[src/rtl/wb_result_queue_if.sv]
// Shared side-result type and the push/pop handshake bundle for the
// writeback result queue (execution unit on the in side, arbiter on the out side).
package wb_result_queue_pkg;

  typedef struct packed {
    logic        cr0_valid;
    logic [3:0]  cr0;
    logic        xer_valid;
    logic [31:0] xer;
  } cond_exception_t;

endpackage

interface wb_result_queue_if #(
  parameter int RS_ID_WIDTH = 5
);

  logic                                   in_valid;
  logic                                   in_ready;
  logic [RS_ID_WIDTH-1:0]                 in_rs_id;
  logic [4:0]                             in_reg_addr;
  logic [31:0]                            in_result;
  wb_result_queue_pkg::cond_exception_t   in_cr0_xer;

  logic                                   out_valid;
  logic                                   out_ready;
  logic [RS_ID_WIDTH-1:0]                 out_rs_id;
  logic [4:0]                             out_reg_addr;
  logic [31:0]                            out_result;
  wb_result_queue_pkg::cond_exception_t   out_cr0_xer;

  // The queue itself is the slave; the environment drives the master side.
  modport slave (
    input  in_valid, in_rs_id, in_reg_addr, in_result, in_cr0_xer,
    output in_ready,
    output out_valid, out_rs_id, out_reg_addr, out_result, out_cr0_xer,
    input  out_ready
  );

  modport master (
    output in_valid, in_rs_id, in_reg_addr, in_result, in_cr0_xer,
    input  in_ready,
    input  out_valid, out_rs_id, out_reg_addr, out_result, out_cr0_xer,
    output out_ready
  );

endinterface

[src/rtl/wb_result_queue.sv]
// Circular-buffer FIFO holding execution-unit results until the writeback
// arbiter takes them; no bypass, flush discards everything.
module wb_result_queue
  import wb_result_queue_pkg::*;
#(
  parameter int RS_ID_WIDTH = 5,
  parameter int DEPTH       = 4,
  parameter int AF_LEVEL    = 3
) (
  input  logic                     clk,
  input  logic                     rst,
  input  logic                     flush,
  wb_result_queue_if.slave         bus,
  output logic [$clog2(DEPTH):0]   count,
  output logic                     almost_full
);

  localparam int PW = $clog2(DEPTH);
  localparam int CW = PW + 1;

  typedef struct packed {
    logic [RS_ID_WIDTH-1:0] rs_id;
    logic [4:0]             reg_addr;
    logic [31:0]            result;
    cond_exception_t        cr0_xer;
  } entry_t;

  entry_t          mem [DEPTH];
  logic [PW-1:0]   head;
  logic [PW-1:0]   tail;
  logic [CW-1:0]   count_q;
  logic            push;
  logic            pop;
  entry_t          in_entry;
  entry_t          head_entry;

  // Handshake flags are held low throughout reset so nothing moves in or out.
  assign bus.in_ready  = ~rst && (count_q < CW'(DEPTH));
  assign bus.out_valid = ~rst && (count_q != '0);
  assign count         = rst ? '0 : count_q;
  assign almost_full   = (count >= CW'(AF_LEVEL));

  assign push = bus.in_valid  && bus.in_ready  && ~flush;
  assign pop  = bus.out_valid && bus.out_ready && ~flush;

  assign in_entry.rs_id    = bus.in_rs_id;
  assign in_entry.reg_addr = bus.in_reg_addr;
  assign in_entry.result   = bus.in_result;
  assign in_entry.cr0_xer  = bus.in_cr0_xer;

  always_ff @(posedge clk) begin
    if (rst || flush) begin
      head    <= '0;
      tail    <= '0;
      count_q <= '0;
    end else begin
      if (push) tail <= tail + PW'(1);
      if (pop)  head <= head + PW'(1);
      case ({push, pop})
        2'b10:   count_q <= count_q + CW'(1);
        2'b01:   count_q <= count_q - CW'(1);
        default: count_q <= count_q;
      endcase
    end
  end

  // Payload storage carries no reset; contents are only meaningful under out_valid.
  always_ff @(posedge clk) begin
    if (push) mem[tail] <= in_entry;
  end

  assign head_entry       = mem[head];
  assign bus.out_rs_id    = head_entry.rs_id;
  assign bus.out_reg_addr = head_entry.reg_addr;
  assign bus.out_result   = head_entry.result;
  assign bus.out_cr0_xer  = head_entry.cr0_xer;

endmodule

[src/flat_wrapper.sv]
// flat-port wrapper written by rule: the top's interface ports become plain ports
module wb_result_queue_flat import wb_result_queue_pkg::*;
#(
  parameter int RS_ID_WIDTH = 5,
  parameter int DEPTH       = 4,
  parameter int AF_LEVEL    = 3
)
  (clk, rst, flush, count, almost_full, bus_in_valid, bus_in_rs_id, bus_in_reg_addr, bus_in_result, bus_in_cr0_xer, bus_in_ready, bus_out_valid, bus_out_rs_id, bus_out_reg_addr, bus_out_result, bus_out_cr0_xer, bus_out_ready);
  wb_result_queue_if #(.RS_ID_WIDTH(RS_ID_WIDTH)) bus_i ();
  input  logic clk;
  input  logic rst;
  input  logic flush;
  output logic [$clog2(DEPTH):0] count;
  output logic almost_full;
  input wire logic [$bits(bus_i.in_valid)-1:0] bus_in_valid;
  input wire logic [$bits(bus_i.in_rs_id)-1:0] bus_in_rs_id;
  input wire logic [$bits(bus_i.in_reg_addr)-1:0] bus_in_reg_addr;
  input wire logic [$bits(bus_i.in_result)-1:0] bus_in_result;
  input wire logic [$bits(bus_i.in_cr0_xer)-1:0] bus_in_cr0_xer;
  output wire logic [$bits(bus_i.in_ready)-1:0] bus_in_ready;
  output wire logic [$bits(bus_i.out_valid)-1:0] bus_out_valid;
  output wire logic [$bits(bus_i.out_rs_id)-1:0] bus_out_rs_id;
  output wire logic [$bits(bus_i.out_reg_addr)-1:0] bus_out_reg_addr;
  output wire logic [$bits(bus_i.out_result)-1:0] bus_out_result;
  output wire logic [$bits(bus_i.out_cr0_xer)-1:0] bus_out_cr0_xer;
  input wire logic [$bits(bus_i.out_ready)-1:0] bus_out_ready;
  assign bus_i.in_valid = bus_in_valid;
  assign bus_i.in_rs_id = bus_in_rs_id;
  assign bus_i.in_reg_addr = bus_in_reg_addr;
  assign bus_i.in_result = bus_in_result;
  assign bus_i.in_cr0_xer = bus_in_cr0_xer;
  assign bus_in_ready = bus_i.in_ready;
  assign bus_out_valid = bus_i.out_valid;
  assign bus_out_rs_id = bus_i.out_rs_id;
  assign bus_out_reg_addr = bus_i.out_reg_addr;
  assign bus_out_result = bus_i.out_result;
  assign bus_out_cr0_xer = bus_i.out_cr0_xer;
  assign bus_i.out_ready = bus_out_ready;
  wb_result_queue #(.RS_ID_WIDTH(RS_ID_WIDTH), .DEPTH(DEPTH), .AF_LEVEL(AF_LEVEL)) u_core (.clk(clk), .rst(rst), .flush(flush), .bus(bus_i), .count(count), .almost_full(almost_full));
endmodule
[config.mk]
export PLATFORM = sky130hd
export DESIGN_NAME = wb_result_queue_flat
export DESIGN_NICKNAME = d
export VERILOG_FILES = /design/src/rtl/wb_result_queue_if.sv /design/src/rtl/wb_result_queue.sv /design/src/flat_wrapper.sv
export SDC_FILE = /design/constraint.sdc
export NUM_CORES = 1
export LEC_CHECK = 0
export ABC_AREA = 1
export CORE_ASPECT_RATIO = 1.25
export CORE_MARGIN = 2
export CORE_UTILIZATION = 45
export CTS_CLUSTER_SIZE = 10
export DETAILED_ROUTE_END_ITERATION = 16
export GPL_ROUTABILITY_DRIVEN = 0
export PLACE_DENSITY = 0.68
export SLEW_MARGIN = 20
export SYNTH_ARGS = -nofsm -noshare
export SYNTH_HDL_FRONTEND = slang
export SYNTH_SLANG_ARGS = --single-unit
[constraint.sdc]
create_clock -name clk -period 15 [get_ports clk]
set_input_delay 3 -clock clk [delete_from_list [all_inputs] [get_ports clk]]
set_output_delay 3 -clock clk [all_outputs]
set_load 0.05 [all_outputs]
==> impl_metrics.toml <==
[sta]
finalCriticalPeriod_ns = 7.62
rsz0062_at_grt = "false"
finalHoldViolCount = 0
slew_viol_final = 0
max_freq_ghz = 0.131
relSlewSlack = 0.383
setup_viol_count_final = 0
setup-tns-final_ns = 0
hold_ws_ns = 0.521
worstMarginPinSlew_ns = 0.926
clock_skew_ns = 0.00825
min_period_over_period = 0.508

[pwr]
leakage_nw = 5.08
p_comb_frac = 0.048
p_int_w = 0.00154
power.switching_w = 0.000368
ir_drop_v = 0.0000970
power.share.sequential = 0.536
p_sw_frac = 0.193
powerDensity_nw_per_um2 = 124
pwr-share-clk = 0.416

[synth]
yosys-top-cells-area = "edfxtp_1 78%, o21ai_0 6.4%, nor2_1 5.3%"
async_flop_share = 0
yosysSeqAreaShare = 0.794
synthFlopType = "edfxtp_1"
synth_top_area_share = 0.779
synth-seq-cells = 329
postSynthCellCount = 850
yosysWarnings = 0
synth_nets = 941
synth.avg_cell_area_sq_um = 14.5
synth_edf_count = 320
yosys.area.top_type = "edfxtp_1"
netlist_area_sq_um = 12300
ys_types = 19

[setup_path]
critPathMaxFanout = 4
worstPathArrival_ns = 4.62
worst_setup_path_start_kind = "input pin"
crit_chain = "clkdlybuf4s50_1 -> inv_1 -> nand2_1 -> o21ai_0 -> clkdlybuf4s50_1"
reg2reg_slack_ns = 12.23
critPathKind = "in -> out"
required_ns = 12.00
r2r_cells = 6
end_kind = "output port"
reg2reg_from = "u_core.count_q[2]$_SDFFE_PP0P_"
slowest_delay_ns = 0.82
slowest_stage = "clkdlybuf4s50_1"
reg2reg_to = "u_core.mem[2][3]$_DFFE_PP_"
cp_common_cell = "clkdlybuf4s50_1"

[die]
dieArea_sq_um = 28800
row_count = 67
core_sq_um = 26900
num_io_pins = 171
die_h_um = 189
start_util = 0.458
die_w_um = 152

[clock_tree]
clkSinkCount = 329
clockBufferDepth = 3
cts_tree = "done"
post_cts_buffers = 0
htreeDepth = 2
numCtsBuffers = 38
cts.hold.buffers_added = 0
clk_pin_slew_ns = 0.05
post_cts_resized = 0
clk-insertion-delay-late_ns = 0.50
cts-root-buf = "clkbuf_16"

[detailed_routing]
vias_per_cell = 5.35
initialDrtViolationCount = 469
drt-pass1-iter-count = 5
vias = 7333
post-route-drc-count = 0
post_drt_wl_per_cell_um = 18.3
routed_wl_um = 25100
ant_nets = 0

[outcome]
status = "completed"

[hold_path]
hp-class = "reg -> reg"
whs_path_depth = 4
hold_start = "u_core.head[1]$_SDFFE_PP0P_"

[place]
port_buffers = 170
hpwl_um = 13300

[grt]
grt_pass1_wl_um = 38700
antenna_found_initial = 1
grt-ovfl-total = 0
grt_start_max_net_pins = 161
grt_util_all_layers = 0.171
grt_pass1_vias = 7385

[finish]
nets = 1109
drive_gt1_frac = 0.0576
diodes = 0
area.growth.synth_to_final_pct = 24.3

[flow_run]
max_cap_viol_count = 0
## worst max-delay path: cells and delay by family
kind            cells  cell delay [ns]
compound gates      1             0.16
buf+inv             3             1.38
simple gates        1             0.09
## cells in the final DEF (no fill, tap or decap), drive strengths merged
| cell type | Yosys | final |
|---|---|---|
| nand2 | 11 | 11 |
| a21oi | 4 | 4 |
| clkbuf | 38 | 47 |
| ha | 5 | 5 |
| fa | 1 | 1 |
| o22ai | 80 | 80 |
| dfxtp | 9 | 9 |
| nor2 | 175 | 175 |
| clkdlybuf4s50 | 0 | 170 |
| o21ai | 167 | 167 |
| buf | 14 | 10 |
| edfxtp | 320 | 320 |
| inv | 22 | 22 |
| nand3 | 2 | 2 |
| nand4 | 2 | 2 |
## power groups by stage
stage                     Clock, W  Sequential, W  Combinational [W]
after global placement           0        0.00104          0.0000906
after floorplan                  0        0.00104          0.0000412
after CTS                 0.000810        0.00102          0.0000919
after global routing      0.000847        0.00102          0.0000970
after detailed placement         0        0.00104          0.0000915
final                     0.000793        0.00102          0.0000911
## per-layer routing
layer  routed length (um)  up-vias  GRT usage  part of all wire
met4                  787        2     0.0643             0.031
met1                10300     3593      0.207              0.41
met3                 1390       49     0.0437             0.056
met5                   13        -          0           0.00052
met2                12600      190      0.296              0.50
li1                     -     3499          -                 -
## registers in the layout, indices dropped and copies added (netlist names), named ones only
name and flops:
u_core.mem 320, u_core.tail 2, u_core.head 2, u_core.count_q 3
## cells by family after synthesis
kind of cell / after synthesis / share of synthesized area
adder cells (fa/ha/maj): 6 / 0.00669
AND/OR/NAND/NOR: 190 / 0.0584
buffers and inverters: 74 / 0.0313
flip-flops: 329 / 0.794
AO/OA/AOI/OAI: 251 / 0.110
## synth_stat cells, types with 2 or more instances
cell type	count
o21ai_1	10
o22ai_1	80
a21oi_1	4
nand2_1	11
nand4_1	2
nor2_1	175
clkbuf_1	38
inv_1	21
nand3_1	2
ha_1	5
buf_6	11
o21ai_0	157
dfxtp_1	9
edfxtp_1	320
## layout make-up
class                      count  area (sq um)
fill                        2077         11600
multi-input combinational    447          2190
sequential                   329          9790
timing repair buffer         180          1780
clock buffer                  47          1050
tap                          345           432
inverter                      22          90.1
## through the flow
step | utilization | worst slack (ns) | area (sq um) | power [W] | std cells
after floorplan | - | 7.70 | 12300 | 0.00108 | 850
after global placement | 0.531 | 7.40 | 14300 | 0.00113 | 1323
after detailed placement | 0.531 | 7.39 | 14300 | 0.00113 | 1323
after CTS | 0.570 | 7.37 | 15300 | 0.00192 | 1370
after global routing | 0.570 | 7.24 | 15300 | 0.00197 | 1370
final | 0.570 | 7.38 | 15300 | 0.00191 | 1370
## worst max-delay path by stage
stage           from                    endpoint  slack (ns)
3_5_place_dp     rst                 almost_full        7.39
3_3_place_gp     rst                 almost_full        7.40
6_report         rst                 almost_full        7.38
4_1_cts          rst                 almost_full        7.37
5_1_grt          rst                 almost_full        7.24
2_1_floorplan  flush  u_core.mem[0][0]$_DFFE_PP_        7.70
(Power assumes the default switching activity.)
==> RTL edit 1: new RTL, same flow settings <==
`RS_ID_WIDTH` is set to 5 in 3 places; all go to 7.
--- a/src/rtl/wb_result_queue_if.sv
+++ b/src/rtl/wb_result_queue_if.sv
@@ -12,7 +12,7 @@
 endpackage
 
 interface wb_result_queue_if #(
-  parameter int RS_ID_WIDTH = 5
+  parameter int RS_ID_WIDTH = 7
 );
 
   logic                                   in_valid;
--- a/src/rtl/wb_result_queue.sv
+++ b/src/rtl/wb_result_queue.sv
@@ -3,7 +3,7 @@
 module wb_result_queue
   import wb_result_queue_pkg::*;
 #(
-  parameter int RS_ID_WIDTH = 5,
+  parameter int RS_ID_WIDTH = 7,
   parameter int DEPTH       = 4,
   parameter int AF_LEVEL    = 3
 ) (
--- a/src/flat_wrapper.sv
+++ b/src/flat_wrapper.sv
@@ -1,7 +1,7 @@
 // flat-port wrapper written by rule: the top's interface ports become plain ports
 module wb_result_queue_flat import wb_result_queue_pkg::*;
 #(
-  parameter int RS_ID_WIDTH = 5,
+  parameter int RS_ID_WIDTH = 7,
   parameter int DEPTH       = 4,
   parameter int AF_LEVEL    = 3
 )
Interface: changed (resized bus_in_rs_id and bus_out_rs_id); port bits go from 171 to 175. No check against the original RTL was run, so the function may have changed too.
==> RTL edit 1 against the unedited design <==
Total power rose by 1.9%. Register-to-register slack improved by 0.58 ns. Critical endpoint unchanged. Worst setup slack improved by 0.023 ns. Synthesized area rose by 3.5%. Largest power group unchanged. Highest routed layer is now met4. Die area rose by 3.4%. Final area rose by 2.9%. Routed wire length rose by 4.4%. Sequential cell count rose by 8.
==> RTL edit 1: results (changes against the unedited design) <==
synth_cell_types: 24  # was 19
fin_cells: 1399  # was 1,370
reg.largest.list: "u_core.mem (328), u_core.count_q (3)"  # was u_core.mem (320), u_core.count_q (3)
avgSynthCellArea_um2: 14.7  # was 14.5 um^2
leakagePower_uw: 0.00522  # was 0.00508 uW
clock_latency_ns: 0.51
final_layout_size_suffix_gt1_share_pct: 8.01  # was 5.76%
dp_hpwl_mm: 13.9  # was 13.3 mm
drt_iter0_markers: 537  # was 469
place_ws_ns: 7.39  # about the same
placed_cell_area_um2: 14700  # was 14,300 um^2
yosys_warnings: 0  # unchanged
finalCritPeriodShare_pct: 50.7  # was 50.8%
hold_class: "reg2reg"  # unchanged
worstPathArrival_ns: 4.60  # was 4.62 ns
dr_total_vias: 7479  # was 7,333
numPortBuffers: 174  # was 170
max-clock-path-buffers: 3  # unchanged
clockRootBuffer: "clkbuf_16"  # unchanged
finClkSkew_ns: 0.0130  # was 0.00825 ns
fillers: 2158  # was 2,077
cts_hold_buffers: 0  # unchanged
status: "finished, final reports clean"  # unchanged
drt_pass1_iterations: 4  # was 5
antenna_cells: 0  # unchanged
wirelength_mm: 26.1  # was 25.1 mm
antenna_found_initial: 1  # unchanged
nNetsFinal: 1134  # was 1,109
grtUsageTotal_pct: 17.7  # was 17.1%
worstMarginPinSlew_ns: 0.925  # was 0.926 ns
clkTransAtPathRegs_ns: 0.05  # about the same
post_cts_buffers: 0  # unchanged
cts_buffers: 39  # was 38
r2r_slack_ns: 12.81  # was 12.23 ns
grt_pass1_wl_mm: 40.3  # was 38.7 mm
synth_edf_count: 328  # was 320
yosysSeqAreaShare_pct: 78.5  # was 79.4%
h-tree-depth: 2  # unchanged
synth_common_cells: "edfxtp_1 (328), nor2_1 (173), o21ai_0 (88), o22ai_1 (80), o21ai_1 (62)"  # was edfxtp_1 (320), nor2_1 (175), o21ai_0 (157), o22ai_1 (80), clkbuf_1 (38)
synth_nets: 960  # was 941
synth_area_leaders: "edfxtp_1 (77%), nor2_1 (5.1%), o22ai_1 (3.9%)"  # was edfxtp_1 (78%), o21ai_0 (6.4%), nor2_1 (5.3%)
ys.flop_type: "edfxtp_1"  # unchanged
peakVddDrop_uv: 81.3  # was 97.0 uV
cp_max_fo: 4  # unchanged
grt_max_degree: 102  # was 161
## RTL edit 1: worst paths after layout
kind / from / endpoint / cells after the start
setup / recovery: rst / almost_full / 5
hold reg to reg: u_core.head[0] / flip-flop / 2
setup reg to reg: u_core.count_q[2] / u_core.mem[2][52] / 4
hold / removal: u_core.head[0] / flip-flop / 2
## RTL edit 1: layout make-up
class,instances,area (um^2),share of cell area [%]
clock buffers,48,1050,6.67
inverters,22,88.8,0.563
multi-input cells,455,2320,14.7
flip-flops and latches,337,10000,63.6
clock inverters,1,3.75,0.0238
well taps,350,438,2.78
repair buffers,186,1830,11.6
## RTL edit 1: cell families after synthesis
group                    Yosys count  synth area share, %
AND/OR/NAND/NOR                  192                 5.77
adder cells (fa/ha/maj)            6                0.647
buffers and inverters             75                 3.50
flip-flops                       337                 78.5
AO/OA/AOI/OAI                    257                 11.5
## RTL edit 1: per-stage QoR
step | hold slack [ns] | power (uW)
2_1_floorplan | 0.461 | 1110
3_3_place_gp | 0.467 | 1160
3_5_place_dp | 0.465 | 1160
4_1_cts | 0.487 | 1970
5_1_grt | 0.520 | 2010
6_report | 0.488 | 1940
## RTL edit 1: power by group
| group | internal, uW | total, uW | switching, uW |
|---|---|---|---|
| sequential | 1050 | 1050 | 2.75 |
| combinational | 37.5 | 93.8 | 56.2 |
| clock | 484 | 802 | 318 |
## RTL edit 1: worst max-delay path: stages
cell and delay [ns]:
clkdlybuf4s50_1 0.45, inv_2 0.09, nand2_1 0.08, o21ai_0 0.15, clkdlybuf4s50_1 0.82
## RTL edit 1: per-layer routing
metal  GRT usage (%)  wire length [um]
met5               0                 0
met4            5.70               592
met3            4.20              1440
met2            30.4             13000
met1            22.3             11200
==> RTL edit 2: new RTL, same settings <==
Made on the original files. Put a register stage on the output `count`, without a reset. The value now appears one clock later. The other outputs are not delayed to match.
--- a/src/rtl/wb_result_queue.sv
+++ b/src/rtl/wb_result_queue.sv
@@ -25,6 +25,8 @@
     cond_exception_t        cr0_xer;
   } entry_t;
 
+  logic [$clog2(DEPTH):0] count_d;
+
   entry_t          mem [DEPTH];
   logic [PW-1:0]   head;
   logic [PW-1:0]   tail;
@@ -37,8 +39,8 @@
   // Handshake flags are held low throughout reset so nothing moves in or out.
   assign bus.in_ready  = ~rst && (count_q < CW'(DEPTH));
   assign bus.out_valid = ~rst && (count_q != '0);
-  assign count         = rst ? '0 : count_q;
-  assign almost_full   = (count >= CW'(AF_LEVEL));
+  assign count_d       = rst ? '0 : count_q;
+  assign almost_full   = (count_d >= CW'(AF_LEVEL));
 
   assign push = bus.in_valid  && bus.in_ready  && ~flush;
   assign pop  = bus.out_valid && bus.out_ready && ~flush;
@@ -75,5 +77,9 @@
   assign bus.out_result   = head_entry.result;
   assign bus.out_cr0_xer  = head_entry.cr0_xer;
 
+  always_ff @(posedge clk) begin
+    count <= count_d;
+  end
+
 endmodule
 
Formal check against the unedited RTL: not equivalent (a bounded check fails within 4 cycles, from zero or initial values).
==> RTL edit 2 against the unedited design <==
Utilization increased by 0.34 points. Routed wire length increased by 4.2%. Synthesized area increased by 0.49%. Total power increased by 2.2%. Final area increased by 0.91%. Critical endpoint unchanged. Sequential cell count increased by 3. Clock skew increased by 0.0038 ns. Worst setup slack got worse by 0.017 ns.
==> RTL edit 2: results (changes against the unedited design) <==
status: "finished, final reports clean"  # unchanged
reg.largest.list: "u_core.mem (320), u_core.count (3), u_core.count_q (3)"  # was u_core.mem (320), u_core.count_q (3)
peakVddDrop_uv: 68.7  # was 97.0 uV
synthAdderAreaFrac_pct: 0.666  # was 0.669%
slew_headroom_pct: 27.3  # was 38.3%
synth-compound-area-share_pct: 10.9  # was 11.0%
drt_iter0_markers: 519  # was 469
nNetsFinal: 1115  # was 1,109
grtUsageTotal_pct: 17.6  # was 17.1%
leakagePower_uw: 0.00513  # was 0.00508 uW
final_layout_size_suffix_gt1_share_pct: 5.93  # was 5.76%
r2r_slack_ns: 12.15  # was 12.23 ns
cts_buffers: 39  # was 38
clockPowerShare_pct: 42.4  # was 41.6%
viasPerCell: 5.32  # was 5.35
synth_area_leaders: "edfxtp_1 (78%), o21ai_0 (6.3%), nor2_1 (5.3%)"  # was edfxtp_1 (78%), o21ai_0 (6.4%), nor2_1 (5.3%)
finClkSkew_ns: 0.0121  # was 0.00825 ns
hp-start: "u_core.count_q[0]"  # was u_core.head[1]
register_area_um2: 9850  # was 9790 um^2
dp_hpwl_mm: 13.8  # was 13.3 mm
pwr-share-seq_pct: 52.9  # was 53.6%
setup_ws_ns: 7.36  # was 7.38 ns
grt_pass1_wl_mm: 39.9  # was 38.7 mm
yosysSeqAreaShare_pct: 79.5  # was 79.4%
placed_cell_area_um2: 14400  # was 14,300 um^2
placedCellCount: 1328  # was 1,323
wire_per_inst_um: 18.8  # was 18.3 um
holdWs_ns: 0.485  # was 0.521 ns
grt_pass1_vias: 7397  # was 7,385
synth_nets: 944  # was 941
==> RTL edit 2: layout make-up <==
type / instances / area share [%]
Tap cell: 345 / 2.79
Sequential cell: 332 / 63.7
Antenna cell: 1 / 0.0162
Clock buffer: 62 / 7.14
Multi-Input combinational cell: 447 / 14.2
Timing Repair Buffer: 182 / 11.6
Inverter: 22 / 0.566
Clock inverter: 1 / 0.0566
==> RTL edit 2: routing by layer <==
metal	part of all wire [%]	GRT usage [%]
met4	1.7	4.84
met1	41	22.3
met3	5.6	3.76
met5	0	0
met2	51	30.8
==> RTL edit 2: worst max-delay path, stage by stage <==
cell and delay [ns]:
clkdlybuf4s50_1 0.44, inv_1 0.12, nand2_1 0.10, o21ai_0 0.16, clkdlybuf4s50_1 0.83
==> RTL edit 2: worst paths after layout <==
| kind | endpoint | cells past startpoint |
|---|---|---|
| worst max-delay path | almost_full | 5 |
| worst min-delay path | u_core.count[0] | 2 |
| worst max register to register | u_core.mem[3][69] | 7 |
| worst min register to register | u_core.count[0] | 2 |
